<file path="config.mk">
export PLATFORM = sky130hd
export DESIGN_NAME = instr_fetch_ctrl
export DESIGN_NICKNAME = d
export VERILOG_FILES = /design/src/rtl/instr_fetch_ctrl.sv
export SDC_FILE = /design/constraint.sdc
export NUM_CORES = 1
export LEC_CHECK = 0
export BUFFER_PORTS_ARGS = -buffer_cell sky130_fd_sc_hd__buf_2
export CAP_MARGIN = 10
export CORE_AREA = 2 2 152 154
export CTS_CLUSTER_DIAMETER = 30
export CTS_CLUSTER_SIZE = 8
export DETAILED_ROUTE_END_ITERATION = 6
export DIE_AREA = 0 0 154 156
export GPL_TIMING_DRIVEN = 0
export PLACE_DENSITY = 0.5
export REMOVE_ABC_BUFFERS = 1
export SLEW_MARGIN = 5
export SYNTH_ARGS = -nofsm -noshare
export SYNTH_HDL_FRONTEND = slang
export SYNTH_SLANG_ARGS = --single-unit
</file>
<file path="constraint.sdc">
create_clock -name clk -period 5.07 [get_ports clk]
set_input_delay 0 -clock clk [delete_from_list [all_inputs] [get_ports clk]]
set_output_delay 0 -clock clk [all_outputs]
set_load 0.005 [all_outputs]
</file>
<file path="src/rtl/instr_fetch_ctrl.sv">
// Instruction fetch sequencer: owns the fetch PC, drives the ROM address and buffers
// returned words with their PCs in an in-order queue presented to decode via valid/ready.
module instr_fetch_ctrl #(
    parameter int unsigned DEPTH    = 2,
    parameter logic [31:0] RESET_PC = 32'h0000_0000
) (
    input  logic                       clk,
    input  logic                       reset,
    input  logic                       fetch_en,
    output logic [31:0]                rom_addr,
    input  logic [31:0]                rom_data,
    output logic                       instr_valid,
    input  logic                       instr_ready,
    output logic [31:0]                instr_data,
    output logic [31:0]                instr_pc,
    input  logic                       redirect_valid,
    input  logic [31:0]                redirect_pc,
    output logic [$clog2(DEPTH):0]     q_count
);

    localparam int unsigned PtrW = $clog2(DEPTH);
    localparam int unsigned CntW = PtrW + 1;
    localparam logic [CntW-1:0] DepthCnt = CntW'(DEPTH);

    logic [31:0]     fetch_pc_q, fetch_pc_d;
    logic [PtrW-1:0] wr_ptr_q, wr_ptr_d;
    logic [PtrW-1:0] rd_ptr_q, rd_ptr_d;
    logic [CntW-1:0] count_q, count_d;
    logic [31:0]     mem_pc_q   [DEPTH];
    logic [31:0]     mem_data_q [DEPTH];

    logic push, pop;

    assign instr_valid = (count_q != '0);
    assign pop         = instr_valid & instr_ready;
    assign push        = fetch_en & ~redirect_valid & ((count_q < DepthCnt) | pop);

    assign rom_addr   = fetch_pc_q;
    assign q_count    = count_q;
    assign instr_data = instr_valid ? mem_data_q[rd_ptr_q] : 32'h0;
    assign instr_pc   = instr_valid ? mem_pc_q[rd_ptr_q]   : 32'h0;

    always_comb begin
        fetch_pc_d = fetch_pc_q;
        wr_ptr_d   = wr_ptr_q;
        rd_ptr_d   = rd_ptr_q;
        count_d    = count_q;
        if (redirect_valid) begin
            // A same-cycle pop is dropped along with the rest of the queue.
            fetch_pc_d = {redirect_pc[31:2], 2'b00};
            wr_ptr_d   = '0;
            rd_ptr_d   = '0;
            count_d    = '0;
        end else begin
            if (push) begin
                fetch_pc_d = fetch_pc_q + 32'd4;
                wr_ptr_d   = wr_ptr_q + 1'b1;
            end
            if (pop) begin
                rd_ptr_d = rd_ptr_q + 1'b1;
            end
            unique case ({push, pop})
                2'b10:   count_d = count_q + 1'b1;
                2'b01:   count_d = count_q - 1'b1;
                default: count_d = count_q;
            endcase
        end
    end

    always_ff @(posedge clk) begin
        if (reset) begin
            fetch_pc_q <= RESET_PC;
            wr_ptr_q   <= '0;
            rd_ptr_q   <= '0;
            count_q    <= '0;
        end else begin
            fetch_pc_q <= fetch_pc_d;
            wr_ptr_q   <= wr_ptr_d;
            rd_ptr_q   <= rd_ptr_d;
            count_q    <= count_d;
        end
    end

    // Storage needs no reset: head outputs are masked while the queue is empty.
    always_ff @(posedge clk) begin
        if (!reset && push) begin
            mem_pc_q[wr_ptr_q]   <= fetch_pc_q;
            mem_data_q[wr_ptr_q] <= rom_data;
        end
    end

endmodule

</file>
* Yosys cells after proc, flatten, opt, wreduce, memory -nomap -nowiden
Memory sizes are Yosys's and may differ from the RTL's. A register that Yosys moved wholly into a read port is not among the register bits. Index checks and enable logic that the tools add are counted.
Word-level totals: register bits 36, bits in latches 0, memory bits (writable) 128, memory bits (read-only) 0, input bits 69, output and inout port bits 99, word-level logic and storage cells 37, memories kept 2
Memory list:
- mem_data_q | depth 2, bits a word 32, rd ports 1, clocked after Yosys merged registers in 1, write ports 1, RTL line 30 | logic [31:0] mem_data_q [DEPTH];
- mem_pc_q | depth 2, bits a word 32, rd ports 1, clocked after Yosys merged registers in 1, write ports 1, RTL line 29 | logic [31:0] mem_pc_q [DEPTH];
Cells by class: add/subtract/negate cells 5, multipliers 0, divide/modulo/power cells 0, $lt $le $gt $ge 1, equal/unequal tests 2, shift operators 0, mux-type cells 11, bitwise logic cells 5, reductions and logical operators 6
Operators with widths (count):
- 32-bit two-way mux | 4
- 32-bit by 3-bit adder with 32-bit output (second input constant) | 1
- 1-bit two-way mux | 6
- 2-bit nonzero test | 3
- 2-bit one-hot mux with 2 select lines | 1
- 1-bit AND | 3
- 1-bit adder (second input constant) | 2
- 2-bit by 1-bit adder with 2-bit output (second input constant) | 1
- 2-bit by 1-bit equality test with 1-bit output (second input constant) | 1
- 2-bit equality test (second input constant) | 1
- 2-bit less-than comparator (second input constant) | 1
- 2-bit OR reduction | 1
- 2-bit by 1-bit subtractor with 2-bit output (second input constant) | 1
- 1-bit logical AND | 1
- 1-bit logical NOT | 1
- 1-bit inverter | 1
- 1-bit OR | 1

* Depth between registers and ports, before layout
depth in word-level cells 7, depth in mapped cells 8, depth with buffers taken out 7

* Worst setup path after synthesis
Ideal clock, no wire load.
kind register to register, start reg count_q[1], in the netlist q_count[1], end mem mem_data_q[0][0], enable pin, library setup time 0.558 ns, arrival time 4.972 ns, required time 4.512 ns, path slack -0.461 ns, cell stages (with the launch flop) 4, path buffers 0, clock period less this slack 5.531 ns, cells stage by stage dfxtp_1 -> nand2b_1 -> nand2_1 -> nor3_1
Between the ends: longest elaborated chain between the ends 7, elaborated cells between the ends (all ways) 8, classes of those cells 1 x order compare; 2 x mux; 3 x bitwise; 2 x reduce/logical
RTL lines:
- from (decl) | RTL line 28 | logic [CntW-1:0] count_q, count_d;
- from (signal assigned) | RTL line 80 | count_q <= count_d;
- 2-bit nonzero test | RTL line 34 | assign instr_valid = (count_q != '0);
- 1-bit AND | RTL line 35 | assign pop = instr_valid & instr_ready;
- 1-bit OR (*) | RTL line 36 | assign push = fetch_en & ~redirect_valid & ((count_q < DepthCnt) | pop);
- 1-bit AND (*) | RTL line 36
- 1-bit logical AND (*) | RTL line 86 | if (!reset && push) begin
- 1-bit two-way mux (*) | RTL line 86
- 1-bit two-way mux (implied by the code) (*) | RTL line 88 | mem_data_q[wr_ptr_q] <= rom_data;
- to (decl) | RTL line 30
Mark *: on every way between the ends. The rest lies on a longest branch, timed or not.

* Worst setup path in the final report
start reg count_q[1], in the netlist q_count[1], end reg fetch_pc_q[25], in the netlist rom_addr[25]
Between the ends: longest elaborated chain between the ends 5, elaborated cells between the ends (all ways) 6, classes of those cells 1 x order compare; 3 x bitwise; 2 x reduce/logical
RTL lines:
- 2-bit nonzero test | RTL line 34
- 1-bit AND | RTL line 35
- 1-bit OR (*) | RTL line 36
- 1-bit AND (*) | RTL line 36
- 2-bit nonzero test (no line) (*)
- to (signal assigned) | RTL line 77 | fetch_pc_q <= fetch_pc_d;
- to (decl) | RTL line 25 | logic [31:0] fetch_pc_q, fetch_pc_d;
Marks and branches as above. A chain may end at the register's enable or synchronous reset.

==> impl_metrics.xml <==
<?xml version="1.0" encoding="UTF-8"?>
<metrics>
  <group name="timing">
    <metric name="maxSlewViolCount" unit="">0</metric>
    <metric name="max_clock_skew" unit="ps">11.8</metric>
    <metric name="final.setup.worst_slack" unit="ps">2460</metric>
    <metric name="post-route-min-period" unit="ps">2610</metric>
    <metric name="tightestPinTransition" unit="ps">875</metric>
    <metric name="achievable_clock_frequency" unit="MHz">383</metric>
    <metric name="post-route-period-util" unit="%">51.5</metric>
    <metric name="rsz_0062_raised_after_global_routing" unit="">no</metric>
    <metric name="final_hold_viol_count" unit="">0</metric>
    <metric name="final-setup-viol-count" unit="">0</metric>
    <metric name="max-slew-margin-rel" unit="%">41.3</metric>
  </group>
  <group name="placed_design">
    <metric name="dpl.cell_count" unit="">938</metric>
    <metric name="dp_slack" unit="ps">2460</metric>
    <metric name="place_congestion" unit="">0.731</metric>
    <metric name="place_hpwl" unit="um">11400</metric>
    <metric name="io_buffer_count" unit="">161</metric>
  </group>
  <group name="synth">
    <metric name="postSynth.asyncResetShare" unit="%">0</metric>
    <metric name="synthesis.area_per_instance" unit="sq um">13.0</metric>
    <metric name="synth.yosys.seq_area_share" unit="%">67.3</metric>
    <metric name="fraction_of_synthesized_cell_area_taken_by_the_top_area_cell_type" unit="%">56.6</metric>
    <metric name="synth_ff_type" unit="">sky130_fd_sc_hd__edfxtp_1</metric>
    <metric name="synthesis.area" unit="sq um">6570</metric>
    <metric name="synth.distinct_cells" unit="">38</metric>
    <metric name="yosys_register_bits" unit="">159</metric>
    <metric name="synth.area.top_cells" unit="">sky130_fd_sc_hd__edfxtp_1 (57%), sky130_fd_sc_hd__dfxtp_1 (11%), sky130_fd_sc_hd__mux2i_1 (9.4%)</metric>
    <metric name="leading_area_contributor_after_synthesis" unit="">sky130_fd_sc_hd__edfxtp_1</metric>
    <metric name="yosys_warnings" unit="">0</metric>
    <metric name="number_of_cells_produced_by_synthesis" unit="">507</metric>
    <metric name="synth_enable_flop_cells" unit="">124</metric>
  </group>
  <group name="detailed_routing">
    <metric name="wirelength" unit="um">16500</metric>
    <metric name="vias" unit="">4716</metric>
    <metric name="wl_met2" unit="um">7870</metric>
    <metric name="drt_iter0_drc" unit="">206</metric>
    <metric name="maxUsedRoutingLayer" unit="">met4</metric>
    <metric name="avgViaCountPerCell" unit="">4.55</metric>
    <metric name="detail_route.drc_violations" unit="">0</metric>
    <metric name="first_pass_iters" unit="">4</metric>
    <metric name="met3RoutedLength" unit="um">904</metric>
    <metric name="routed_wire_length_per_instance" unit="um">15.9</metric>
    <metric name="detail-route-antenna-nets" unit="">0</metric>
    <metric name="met1_length" unit="um">7580</metric>
  </group>
  <group name="clocking">
    <metric name="worstSkewPairLatency" unit="ps">420</metric>
    <metric name="clock_sinks" unit="">159</metric>
    <metric name="cts.htree.levels" unit="">4</metric>
    <metric name="ctsLongestPathBuffers" unit="">2</metric>
    <metric name="numCtsBuffers" unit="">17</metric>
    <metric name="post_cts_resized" unit="">0</metric>
    <metric name="clk_transition_reported_paths" unit="ps">70</metric>
    <metric name="clock_tree_from_tritoncts" unit="">yes</metric>
    <metric name="clockRootBuffer" unit="">sky130_fd_sc_hd__clkbuf_16</metric>
  </group>
  <group name="die">
    <metric name="die_h" unit="um">156</metric>
    <metric name="rows" unit="">55</metric>
    <metric name="die-area" unit="sq um">24000</metric>
    <metric name="ios" unit="">168</metric>
    <metric name="effective_utilization_at_floorplan" unit="%">29.4</metric>
    <metric name="placeableCoreArea" unit="sq um">22400</metric>
    <metric name="dieWidth" unit="um">154</metric>
  </group>
  <group name="power">
    <metric name="power_per_cell_area" unit="nW/um^2">325</metric>
    <metric name="power.total" unit="mW">2.93</metric>
    <metric name="pwr-share-clk" unit="%">42.0</metric>
    <metric name="vdd_ir_drop_max" unit="mV">0.191</metric>
    <metric name="p_sw" unit="mW">0.684</metric>
    <metric name="pwr-share-comb" unit="%">7.5</metric>
    <metric name="p_leak" unit="nW">3.37</metric>
    <metric name="netSwitchingFraction" unit="%">23.4</metric>
    <metric name="power_frac_seq" unit="%">50.5</metric>
    <metric name="internal_power" unit="mW">2.24</metric>
  </group>
  <group name="setup_path">
    <metric name="critical_path_class" unit="">reg2reg</metric>
    <metric name="worst-r2r-cell-count" unit="">5</metric>
    <metric name="setup.reg_to_reg.worst_slack" unit="ps">2460</metric>
    <metric name="ff_to_ff_start" unit="">q_count[1]</metric>
    <metric name="critPathTopFamily" unit="">simple AND/OR/NAND/NOR gates</metric>
    <metric name="slowest_stage" unit="">sky130_fd_sc_hd__or3_1</metric>
    <metric name="worstSetupStartpointType" unit="">flop</metric>
    <metric name="crit_cells" unit="">5</metric>
    <metric name="crit_required" unit="ps">5380</metric>
    <metric name="critical_path.max_stage_delay" unit="ps">660</metric>
    <metric name="timing.critical_path.from" unit="">q_count[1]</metric>
    <metric name="destination_of_the_worst_register_to_register_timing_path" unit="">rom_addr[25]</metric>
    <metric name="worstPathMaxFanout" unit="">12</metric>
    <metric name="critical_path.cell_chain" unit="">nand2b_1 &gt; nand3_1 &gt; or3_1 &gt; or4_1 &gt; a311oi_1</metric>
    <metric name="worstPathArrival" unit="ps">2920</metric>
    <metric name="setup.worst_path.end_class" unit="">flop</metric>
    <metric name="timing.critical_path.buf_inv" unit="">0</metric>
  </group>
  <group name="layout">
    <metric name="layout.filler_cells" unit="">2174</metric>
    <metric name="layout_commonest_cell" unit="">sky130_fd_sc_hd__buf_2</metric>
    <metric name="area_growth" unit="%">37.2</metric>
    <metric name="layout.cells.non_filler" unit="">1036</metric>
    <metric name="design.final.nets" unit="">809</metric>
    <metric name="post_route_cells_drive_above_1_share" unit="%">28.2</metric>
    <metric name="layout_common_cells" unit="">sky130_fd_sc_hd__buf_2 (161), sky130_fd_sc_hd__edfxtp_1 (124), sky130_fd_sc_hd__nor2_1 (85)</metric>
    <metric name="antenna_cells" unit="">0</metric>
  </group>
  <group name="grt">
    <metric name="global_route.overflow_total" unit="">0</metric>
    <metric name="number_of_global_route_vias_before_repair" unit="">4939</metric>
    <metric name="grt_max_degree" unit="">49</metric>
    <metric name="grt_first_pass_wirelength" unit="um">26000</metric>
    <metric name="gr-usage-all-layers" unit="%">13.9</metric>
    <metric name="antenna_found_initial" unit="">0</metric>
  </group>
  <group name="hold_path">
    <metric name="hold-path-endpoint" unit="">rom_addr[7]</metric>
    <metric name="whs_path_depth" unit="">3</metric>
    <metric name="hp-class" unit="">in2reg</metric>
    <metric name="timing.hold.worst.start" unit="">redirect_valid</metric>
  </group>
  <group name="run">
    <metric name="max_cap_viol_count" unit="">0</metric>
  </group>
  <group name="run_status">
    <metric name="status" unit="">complete, no violations</metric>
  </group>
</metrics>
==> repair_timing <==
item | CTS | global route
endpoints found under the setup margin | 0 | 0
hold endpoints to repair | 94 | 0
buffers inserted | 0 | 0
hold buffers | 66 | 0
==> through the flow <==
step | util, % | hold WS (ps) | area, sq um | setup TNS (ps)
2_1_floorplan | - | 69.1 | 6450 | -57110
3_3_place_gp | 34.0 | 190 | 7610 | -422650
3_5_place_dp | 34.8 | 191 | 7790 | 0
4_1_cts | 40.3 | 0.433 | 9020 | 0
5_1_grt | 40.3 | 26.7 | 9020 | 0
6_report | 40.3 | 18.1 | 9020 | 0
==> final cells by class <==
class	count	area, sq um	area share (%)
clock buffers	18	429	4.76
repair buffers	241	1630	18.0
flip-flops and latches	159	4430	49.1
multi-input cells	308	2000	22.2
inverters	11	41.3	0.458
clock inverters	14	134	1.48
well taps	285	357	3.96
==> worst max path at each step <==
stage	to	slack [ps]
finish	rom_addr[25]	2460
CTS	rom_addr[25]	2440
global placement	mem_data_q[1][7]	-3420
detailed placement	mem_data_q[1][7]	2460
floorplan	mem_data_q[0][0]	-460
global route	rom_addr[25]	2260
==> cell usage after synthesis, types with 2 or more instances <==
master and count:
sky130_fd_sc_hd__edfxtp_1 124, sky130_fd_sc_hd__nor2_1 86, sky130_fd_sc_hd__mux2i_1 62, sky130_fd_sc_hd__dfxtp_1 35
sky130_fd_sc_hd__nand2_1 23, sky130_fd_sc_hd__clkbuf_1 22, sky130_fd_sc_hd__xnor2_1 22, sky130_fd_sc_hd__a211oi_1 13
sky130_fd_sc_hd__a21oi_1 11, sky130_fd_sc_hd__inv_1 11, sky130_fd_sc_hd__nand3_1 11, sky130_fd_sc_hd__nor4_1 11
sky130_fd_sc_hd__and3_1 8, sky130_fd_sc_hd__nor3_1 7, sky130_fd_sc_hd__a311oi_1 6, sky130_fd_sc_hd__buf_1 5
sky130_fd_sc_hd__or3_1 5, sky130_fd_sc_hd__buf_4 4, sky130_fd_sc_hd__nand4_1 4, sky130_fd_sc_hd__o21ai_0 4
sky130_fd_sc_hd__o31a_1 4, sky130_fd_sc_hd__and2_1 3, sky130_fd_sc_hd__or4_1 3, sky130_fd_sc_hd__xor2_1 3
sky130_fd_sc_hd__and4_1 2, sky130_fd_sc_hd__ha_1 2, sky130_fd_sc_hd__o21a_1 2, sky130_fd_sc_hd__o21bai_1 2
sky130_fd_sc_hd__o31ai_1 2, sky130_fd_sc_hd__or4b_1 2
==> worst register-to-register path: cells and delay by family (launching register included) <==
kind / cells / cell delay (ps)
AND/OR/NAND/NOR: 4 / 1850
AO/OA/AOI/OAI: 1 / 300
flip-flops: 1 / 360
==> routing by layer <==
layer	GRT usage, %	vias to the layer above
met4	3.83	0
met1	17.3	2237
met5	0	-
met2	23.9	138
met3	3.89	15
li1	-	2326
==> power groups by stage <==
stage	Clock [mW]	Sequential [mW]	Combinational, mW
floorplan	0	1.50	0.0799
global placement	0	1.51	0.172
detailed placement	0	1.51	0.181
CTS	1.27	1.48	0.222
global route	1.32	1.48	0.243
finish	1.23	1.48	0.219
==> flip-flops by register name, summed over array words and instances, names as in the netlist, named ones only <==
signal      count
mem_pc_q       60
q_count         2
rd_ptr_q        1
mem_data_q     64
wr_ptr_q        1
rom_addr       30
==> cell families after synthesis <==
kind of cell             Yosys count  share of synthesized area, %
flip-flops                       159                          67.3
multiplexers                      62                          9.44
AND/OR/NAND/NOR                  169                          11.9
buffers and inverters             43                          2.70
adder cells (fa/ha/maj)            2                         0.381
other                              1                        0.0570
AO/OA/AOI/OAI                     46                          4.85
XOR/XNOR                          25                          3.33
Power figures use the tool's default switching activity.
